$ cat src/rtl/axis_pkg.sv
// Shared AXI-Stream helpers: clog2, keep-width derivation, lane-index width
// and the one-entry output register state encoding.
package axis_pkg;

    function automatic int clog2(input int value);
        int r;
        r = 0;
        while ((1 << r) < value) r++;
        return r;
    endfunction

    function automatic int keep_width(input int data_width);
        return data_width / 8;
    endfunction

    // A one-lane accumulator still needs a 1-bit index to stay a legal vector.
    function automatic int lane_width(input int ratio);
        return (ratio > 1) ? clog2(ratio) : 1;
    endfunction

    localparam int DEFAULT_RATIO  = 4;
    localparam int DEFAULT_LANE_W = lane_width(DEFAULT_RATIO);

    typedef enum logic {
        EMPTY = 1'b0,
        FULL  = 1'b1
    } out_state_t;

endpackage

$ cat src/rtl/axis_width_upsizer_if.sv
// AXI-Stream bus bundle used for both the narrow and the wide side of the upsizer.
interface axis_width_upsizer_if #(
    parameter int DATA_W = 8
);
    import axis_pkg::*;

    localparam int KEEP_W = keep_width(DATA_W);

    logic [DATA_W-1:0] tdata;
    logic [KEEP_W-1:0] tkeep;
    logic              tvalid;
    logic              tready;
    logic              tlast;

    modport master (output tdata, tkeep, tvalid, tlast, input tready);
    modport slave  (input tdata, tkeep, tvalid, tlast, output tready);

endinterface

$ cat src/rtl/axis_width_upsizer.sv
// Packs RATIO narrow AXIS beats into one wide registered beat, flushing early on tlast.
// Optional AXIS_WIDTH_UPSIZER_PKT_CNT_EN adds a 32-bit wrapping packet counter output.
module axis_width_upsizer
    import axis_pkg::*;
#(
    parameter int S_DATA_WIDTH = 8,
    parameter int RATIO        = 4
) (
    input  logic                   wclk,
    input  logic                   wrst_n,
    axis_width_upsizer_if.slave    s,
`ifdef AXIS_WIDTH_UPSIZER_PKT_CNT_EN
    output logic [31:0]            pkt_cnt,
`endif
    axis_width_upsizer_if.master   m
);

    localparam int M_DATA_WIDTH = S_DATA_WIDTH * RATIO;
    localparam int S_KEEP_W     = keep_width(S_DATA_WIDTH);
    localparam int M_KEEP_W     = keep_width(M_DATA_WIDTH);
    localparam int LANE_W       = lane_width(RATIO);

    logic [LANE_W-1:0]                     lane;
    logic [RATIO-1:0][S_DATA_WIDTH-1:0]    acc_data;
    logic [RATIO-1:0][S_KEEP_W-1:0]        acc_keep;
    logic [RATIO-1:0][S_DATA_WIDTH-1:0]    word_data;
    logic [RATIO-1:0][S_KEEP_W-1:0]        word_keep;

    logic [M_DATA_WIDTH-1:0]               data_p1;
    logic [M_KEEP_W-1:0]                   keep_p1;
    logic                                  last_p1;
    logic                                  vld_p1;

    out_state_t                            state;
    out_state_t                            state_next;

    logic                                  accept;
    logic                                  close;
    logic                                  pop;
    logic                                  last_lane;

    assign vld_p1    = (state == FULL);
    assign s.tready  = wrst_n & (~vld_p1 | m.tready);
    assign accept    = s.tvalid & s.tready;
    assign last_lane = (lane == LANE_W'(RATIO - 1));
    assign close     = accept & (last_lane | s.tlast);
    assign pop       = vld_p1 & m.tready;

    always_comb begin
        word_data = '0;
        word_keep = '0;
        for (int i = 0; i < RATIO; i++) begin
            if (LANE_W'(i) < lane) begin
                word_data[i] = acc_data[i];
                word_keep[i] = acc_keep[i];
            end else if (LANE_W'(i) == lane) begin
                word_data[i] = s.tdata;
                word_keep[i] = s.tkeep;
            end
        end
    end

    // Stage p0: narrow beats collect in the accumulator until the word closes.
    always_ff @(posedge wclk or negedge wrst_n) begin
        if (!wrst_n) begin
            lane     <= '0;
            acc_data <= '0;
            acc_keep <= '0;
        end else if (close) begin
            lane     <= '0;
            acc_data <= '0;
            acc_keep <= '0;
        end else if (accept) begin
            acc_data[lane] <= s.tdata;
            acc_keep[lane] <= s.tkeep;
            lane           <= lane + LANE_W'(1);
        end
    end

    always_comb begin
        state_next = state;
        case (state)
            EMPTY:   if (close) state_next = FULL;
            FULL:    if (pop && !close) state_next = EMPTY;
            default: state_next = EMPTY;
        endcase
    end

    always_ff @(posedge wclk or negedge wrst_n) begin
        if (!wrst_n) state <= EMPTY;
        else         state <= state_next;
    end

    // Stage p1: one-entry output register; a close can only happen when it is free or draining.
    always_ff @(posedge wclk or negedge wrst_n) begin
        if (!wrst_n) begin
            data_p1 <= '0;
            keep_p1 <= '0;
            last_p1 <= 1'b0;
        end else if (close) begin
            data_p1 <= word_data;
            keep_p1 <= word_keep;
            last_p1 <= s.tlast;
        end
    end

    assign m.tdata  = data_p1;
    assign m.tkeep  = keep_p1;
    assign m.tlast  = last_p1;
    assign m.tvalid = vld_p1;

`ifdef AXIS_WIDTH_UPSIZER_PKT_CNT_EN
    always_ff @(posedge wclk or negedge wrst_n) begin
        if (!wrst_n)             pkt_cnt <= '0;
        else if (pop && last_p1) pkt_cnt <= pkt_cnt + 32'd1;
    end
`endif

endmodule

$ cat src/flat_wrapper.sv
// flat-port wrapper written by rule: the top's interface ports become plain ports
module axis_width_upsizer_flat import axis_pkg::*;
#(
    parameter int S_DATA_WIDTH = 8,
    parameter int RATIO        = 4
)
  (wclk, wrst_n, s_tdata, s_tkeep, s_tvalid, s_tlast, s_tready, m_tdata, m_tkeep, m_tvalid, m_tlast, m_tready);
  axis_width_upsizer_if #(.DATA_W(8)) s_i ();
  axis_width_upsizer_if #(.DATA_W(32)) m_i ();
  input  logic wclk;
  input  logic wrst_n;
  input wire logic [$bits(s_i.tdata)-1:0] s_tdata;
  input wire logic [$bits(s_i.tkeep)-1:0] s_tkeep;
  input wire logic [$bits(s_i.tvalid)-1:0] s_tvalid;
  input wire logic [$bits(s_i.tlast)-1:0] s_tlast;
  output wire logic [$bits(s_i.tready)-1:0] s_tready;
  output wire logic [$bits(m_i.tdata)-1:0] m_tdata;
  output wire logic [$bits(m_i.tkeep)-1:0] m_tkeep;
  output wire logic [$bits(m_i.tvalid)-1:0] m_tvalid;
  output wire logic [$bits(m_i.tlast)-1:0] m_tlast;
  input wire logic [$bits(m_i.tready)-1:0] m_tready;
  assign s_i.tdata = s_tdata;
  assign s_i.tkeep = s_tkeep;
  assign s_i.tvalid = s_tvalid;
  assign s_i.tlast = s_tlast;
  assign s_tready = s_i.tready;
  assign m_tdata = m_i.tdata;
  assign m_tkeep = m_i.tkeep;
  assign m_tvalid = m_i.tvalid;
  assign m_tlast = m_i.tlast;
  assign m_i.tready = m_tready;
  axis_width_upsizer #(.S_DATA_WIDTH(S_DATA_WIDTH), .RATIO(RATIO)) u_core (.wclk(wclk), .wrst_n(wrst_n), .s(s_i), .m(m_i));
endmodule
$ cat config.mk
export PLATFORM = sky130hd
export DESIGN_NAME = axis_width_upsizer_flat
export DESIGN_NICKNAME = d
export VERILOG_FILES = /design/src/rtl/axis_pkg.sv /design/src/rtl/axis_width_upsizer_if.sv /design/src/rtl/axis_width_upsizer.sv /design/src/flat_wrapper.sv
export SDC_FILE = /design/constraint.sdc
export NUM_CORES = 1
export LEC_CHECK = 0
export ABC_CLOCK_PERIOD_IN_PS = 2530
export CAP_MARGIN = 25
export CORE_ASPECT_RATIO = 0.6
export CORE_MARGIN = 2
export CORE_UTILIZATION = 30
export DETAILED_ROUTE_END_ITERATION = 8
export PLACE_DENSITY = 0.6
export SLEW_MARGIN = 15
export SYNTH_ARGS = -nofsm -noshare
export SYNTH_HDL_FRONTEND = slang
export SYNTH_SLANG_ARGS = --single-unit
$ cat constraint.sdc
create_clock -name wclk -period 2.53 [get_ports wclk]
set_input_delay 0.253 -clock wclk [delete_from_list [all_inputs] [get_ports wclk]]
set_output_delay 0.253 -clock wclk [all_outputs]
set_load 0.05 [all_outputs]
Yosys cells after proc, flatten, opt, wreduce, memory -nomap -nowiden
Cells that the tools add are included.
{"block": "totals", "output_inout_bits": 39, "input_bits": 14, "reg_bits": 76}
{"block": "classes", "muxes": 31, "n_lt_le_gt_ge": 6, "n_eq_ne": 4, "reduce_logical": 5, "add_sub_neg": 1, "bitwise_logic": 7}
{"op": "$mux W8", "n": 9}
{"op": "$mux W32", "n": 2}
{"op": "$bwmux W32", "n": 1}
{"op": "$demux W8 S2", "n": 1}
{"op": "$mux W1", "n": 11}
{"op": "$mux W4", "n": 2}
{"op": "$and A1 B1 Y1", "n": 4}
{"op": "$bwmux W4", "n": 1}
{"op": "$eq A2 B2 Y1 const A", "n": 2}
{"op": "$lt A1 B2 Y1 const A", "n": 2}
{"op": "$lt A2 B2 Y1 const A", "n": 2}
{"op": "$mux W2", "n": 2}
{"op": "$lt A2 B3 Y1 const B", "n": 1}
{"op": "$add A2 B1 Y2 const B", "n": 1}
{"op": "$demux W1 S2", "n": 1}
{"op": "$eq A1 B2 Y1 const A", "n": 1}
{"op": "$eq A2 B2 Y1 const B", "n": 1}
{"op": "$ge A2 B1 Y1 const B", "n": 1}
{"op": "$logic_and A1 B1 Y1", "n": 2}
{"op": "$logic_not A2 Y1", "n": 1}
{"op": "$or A1 B1 Y1", "n": 2}
{"op": "$pmux W1 S2", "n": 1}
{"op": "$reduce_bool A2 Y1", "n": 1}
{"op": "$logic_not A1 Y1", "n": 1}
{"op": "$not A1 Y1", "n": 1}

Longest topological paths before layout
{"block": "depth", "ltp_word": 9, "mapped_depth": 7, "ltp_nobuf": 5}

Least setup slack after synthesis
No wires, ideal clock.
{"block": "synth_timing", "path_type": "flip-flop to flip-flop", "startpoint": "register u_core.lane[1]", "endpoint": "register u_core.data_p1[0] (netlist: u_core.m.tdata[0])", "slack_ps": 597, "t_arrival_ps": 1808, "setup_time_ps": 125, "stages_incl_launch_ff": 7, "t_required_ps": 2405, "cell_sequence": "dfrtp_1 clkbuf_1 inv_1 ha_1 buf_1 mux2_2 mux2_2"}
{"block": "synth_via", "elab_chain_cells": 3, "word_cells_on_any_way": 7, "classes_between": "order compare: 1; eq/ne: 1; mux: 2; bitwise: 2; reduce/logical: 1"}
{"element": "start, declared", "line_no": "axis_width_upsizer.sv:23", "rtl": "logic [LANE_W-1:0] lane;"}
{"element": "start signal, assigned", "line_no": "axis_width_upsizer.sv:76", "rtl": "lane <= lane + LANE_W'(1);"}
{"element": "$eq A2 B2 Y1 or $logic_not A2 Y1 (tied branches)", "line_no": "axis_width_upsizer.sv:45, axis_width_upsizer.sv:56"}
{"element": "$or A1 B1 Y1 or $mux W8 (tied branches)", "line_no": "axis_width_upsizer.sv:46, axis_width_upsizer.sv:56"}
{"element": "$and A1 B1 Y1 or $mux W8 (tied branches)", "line_no": "axis_width_upsizer.sv:46, axis_width_upsizer.sv:53"}
{"element": "end signal, assigned", "line_no": "axis_width_upsizer.sv:101", "rtl": "data_p1 <= word_data;"}
{"element": "end, declared", "line_no": "axis_width_upsizer.sv:29", "rtl": "logic [M_DATA_WIDTH-1:0] data_p1;"}
Several ways; a longest one is shown, not always the timed one.
A chain may end at the register's enable or synchronous reset.

Worst setup path after layout
{"block": "layout_timing", "startpoint": "register u_core.lane[1]", "endpoint": "register u_core.data_p1[14] (netlist: u_core.m.tdata[14])"}
{"block": "layout_via", "elab_chain_cells": 3, "word_cells_on_any_way": 7, "classes_between": "order compare: 1; eq/ne: 2; mux: 2; bitwise: 2"}
{"element": "$eq A1 B2 Y1 or $eq A2 B2 Y1 (tied branches)", "line_no": "axis_width_upsizer.sv:56, axis_width_upsizer.sv:45"}
{"element": "$mux W8 or $or A1 B1 Y1 (tied branches)", "line_no": "axis_width_upsizer.sv:56, axis_width_upsizer.sv:46"}
{"element": "$mux W8 or $and A1 B1 Y1 (tied branches)", "line_no": "axis_width_upsizer.sv:53, axis_width_upsizer.sv:46"}
Several ways; a longest one is shown, not always the timed one.

==> results.ini <==
[placed_design]
placed_cells=397
io_buffer_count=52
dpl.hpwl_um=4910
place.gp.congestion=0.845

[final_layout]
final_cell_count_no_fill=414
drive_gt1_frac=0.215
diodes=0
area_growth_pct=31.5
fin_nets=298
fill_cells=888

[flow_run]
maxCapViolCount=0

[timing]
period_needed_ns=2.10
rsz0062_at_grt=false
maxSlewViolCount=0
setup_viol=0
hold_viol_final=0
min_period_over_period=0.832
fin_setup_tns_ns=0
fmax_mhz=475
relSlewSlack=0.463
tightest_slew_ns=0.804
finalClockSkew_ns=0.00683

[worst_hold_path]
holdPathEnd=u_core.acc_data[3]
holdPathStages=1
hp-class=reg2reg
worstHoldStart=u_core.acc_data[3]

[route]
wire_per_inst_um=17.5
num_vias=2080
drt-initial-drc-count=154
wl_met3_um=386
detail_route.vias_per_cell=5.02
drt-met1-wl_um=3840
ant_nets=0
firstDrtPassIters=4
top_layer=met4
wl_met2_um=2900
drc=0
routed_wl_um=7230

[critical_path]
rr_endpoint=u_core.m.tdata[14]
path_max_fanout=22
reg2reg_depth=5
crit_family=flip-flops
cp-start-kind=register
r2r_slack_ns=0.43
cp-end-kind=register
crit_chain=ha_1 > nor2_2 > nor3_4 > buf_12 > mux2_2
crit_buf_inv=1
crit_path_top_delay_cell=dfrtp_1
cp_data_required_time_ns=2.75
cp_slowest_stage_delay_ns=0.53
worstSetupStartpoint=u_core.lane[1]
crit_type=reg2reg
reg2reg_from=u_core.lane[1]
crit_arrival_ns=2.33

[floorplanning]
dieHeight_um=80.7
die_w_um=132
core_um2=9360
die_area_um2=10600
pin_count=53
initial_utilization=0.314
row_count=27

[yosys]
synth_compound_area_frac=0.172
ys_ff_latch=67
synth_top_family_by_area=compound AO/OA/AOI/OAI gates
syn_avg_cell_area_um2=13.0
synth_cell_type_count=23
yosysSeqAreaShare=0.570
syn_nets=245
synthXorXnorAreaFrac=0
muxShareOfSynthArea=0.138
yosys_warnings=0
yosys.area_share.adder=0.0213
yosys.area_share.simple=0.0664
netlist_area_um2=2940
syn_inst=226

[clock_tree]
path_clk_slew_ns=0.05
htreeDepth=3
cts_tree=done
post_cts_buffers=0
clock_latency_ns=0.34
cts_sinks=67
numCtsBuffers=9
root_buffer=clkbuf_16
cts_buffer_depth=2

[power_and_ir_drop]
ir_drop_mv=0.509
switchingPower_mw=1.40
p_leak_nw=1.73
combinationalPowerShare=0.344
power.density_nw_per_um2=1020
swShare=0.357
cellInternalPower_mw=2.53
power.total_mw=3.94
p_clk_frac=0.293
sequentialPowerShare=0.364

[grt]
antenna_found_initial=0
grt_pass1_wl_um=11800
grt_pass1_vias=2060
grt_max_degree=46
grt_usage=0.151
grt-ovfl-total=0

[run_status]
status=completed

-- synth_stat cells --
master / count / share of area
a22o_1: 44 / 0.13
and2_1: 2 / 0.0043
and3_1: 1 / 0.0021
and4_1: 3 / 0.0089
buf_1: 2 / 0.0026
buf_2: 6 / 0.010
buf_6: 2 / 0.0077
clkbuf_1: 5 / 0.0064
clkbuf_2: 1 / 0.0017
dfrtp_1: 67 / 0.57
ha_1: 5 / 0.021
inv_1: 3 / 0.0038
mux2_2: 36 / 0.14
nand2_1: 23 / 0.029
nand2b_1: 1 / 0.0021
nand3_1: 2 / 0.0034
nand4_1: 1 / 0.0021
nor2_2: 1 / 0.0021
nor2b_1: 2 / 0.0043
nor3_4: 1 / 0.0055
o21ai_0: 14 / 0.024
o311ai_2: 3 / 0.017
or3_1: 1 / 0.0021
-- cell families (layout without fill, tap and decap cells) --
group           Yosys count  count (layout)
compound gates           61              61
buf+inv                  19              77
flops                    67              67
simple gates             38              38
fa+ha+maj                 5               5
mux                      36              36
-- metal layers --
metal  global-route usage  vias to the layer above
li1                     -                      953
met1                0.218                     1062
met2                0.200                       54
met3               0.0556                       11
met4               0.0620                        0
met5                    0                        -
-- layout make-up --
class / count / area [µm²] / share of cell area
Sequential cell: 67 / 1680 / 0.434
Tap cell: 130 / 163 / 0.0421
Timing Repair Buffer: 58 / 573 / 0.148
Multi-Input combinational cell: 140 / 1170 / 0.302
Inverter: 3 / 11.3 / 0.00291
Clock inverter: 2 / 10.0 / 0.00259
Clock buffer: 14 / 264 / 0.0683
-- state kept, by name (all words and copies together) (netlist names) --
signal           flops
u_core.acc_data     24
u_core.lane          2
u_core.m.tvalid      1
u_core.acc_keep      3
u_core.m.tkeep       4
u_core.m.tdata      32
u_core.m.tlast       1
-- power groups by stage --
stage               clock [mW]  combinational, mW  sequential (mW)
global placement             0               1.35             1.44
global route              1.23               1.43             1.46
finish                    1.15               1.35             1.43
floorplan                    0              0.407             1.92
CTS                       1.18               1.37             1.43
detailed placement           0               1.36             1.45
-- worst register-to-register path: cells and delay by family (launching register included) --
kind                       cells  cell delay (ns)
adders and majority gates      1             0.36
buffers and inverters          1             0.23
muxes                          1             0.36
DFF                            1             0.53
and+or+nand+nor                2             0.51
-- worst max path at each step --
stage | slack [ns] | to | cells after the start
floorplan | 0.60 | u_core.m.tdata[0] | 6
global placement | 0.45 | u_core.m.tdata[9] | 5
detailed placement | 0.42 | u_core.m.tdata[2] | 5
CTS | 0.41 | s_tready | 5
global route | 0.26 | u_core.m.tdata[2] | 5
finish | 0.43 | u_core.m.tdata[14] | 5
-- metrics by stage --
step	util	hold WS (ns)	setup WS, ns	instance area, µm²
floorplan	-	-0.0426	0.597	2940
global placement	0.383	0.293	0.453	3580
detailed placement	0.383	0.302	0.416	3580
CTS	0.413	0.497	0.407	3860
global route	0.413	0.518	0.262	3860
finish	0.413	0.490	0.426	3860
-- placed cells by master, fill, tap and decap left out --
| cell | synthesis | routed |
|---|---|---|
| buf_4 | 0 | 5 |
| nor2_2 | 1 | 1 |
| o21ai_0 | 14 | 14 |
| inv_1 | 3 | 3 |
| a22o_1 | 44 | 44 |
| nor2b_1 | 2 | 2 |
| nand3_1 | 2 | 2 |
| clkbuf_16 | 0 | 9 |
| nand4_1 | 1 | 1 |
| buf_12 | 0 | 1 |
| nor3_4 | 1 | 1 |
| and2_1 | 2 | 2 |
| clkbuf_1 | 5 | 3 |
| nand2b_1 | 1 | 1 |
| buf_2 | 6 | 1 |
| clkdlybuf4s50_1 | 0 | 50 |
| and3_1 | 1 | 1 |
| o311ai_2 | 3 | 3 |
| and4_1 | 3 | 3 |
| dlygate4sd3_1 | 0 | 1 |
| dfrtp_1 | 67 | 67 |
| ha_1 | 5 | 5 |
| or3_1 | 1 | 1 |
| mux2_2 | 36 | 36 |
| nand2_1 | 23 | 23 |
| clkbuf_8 | 0 | 2 |
| clkinv_2 | 0 | 2 |
-- what timing repair did --
action | 4_1_cts | 5_1_grt
hold buffers | 1 | 0
hold endpoints to repair | 23 | 0
gates resized for setup | 0 | 0
Note: power is estimated with default switching activity, not from simulation.
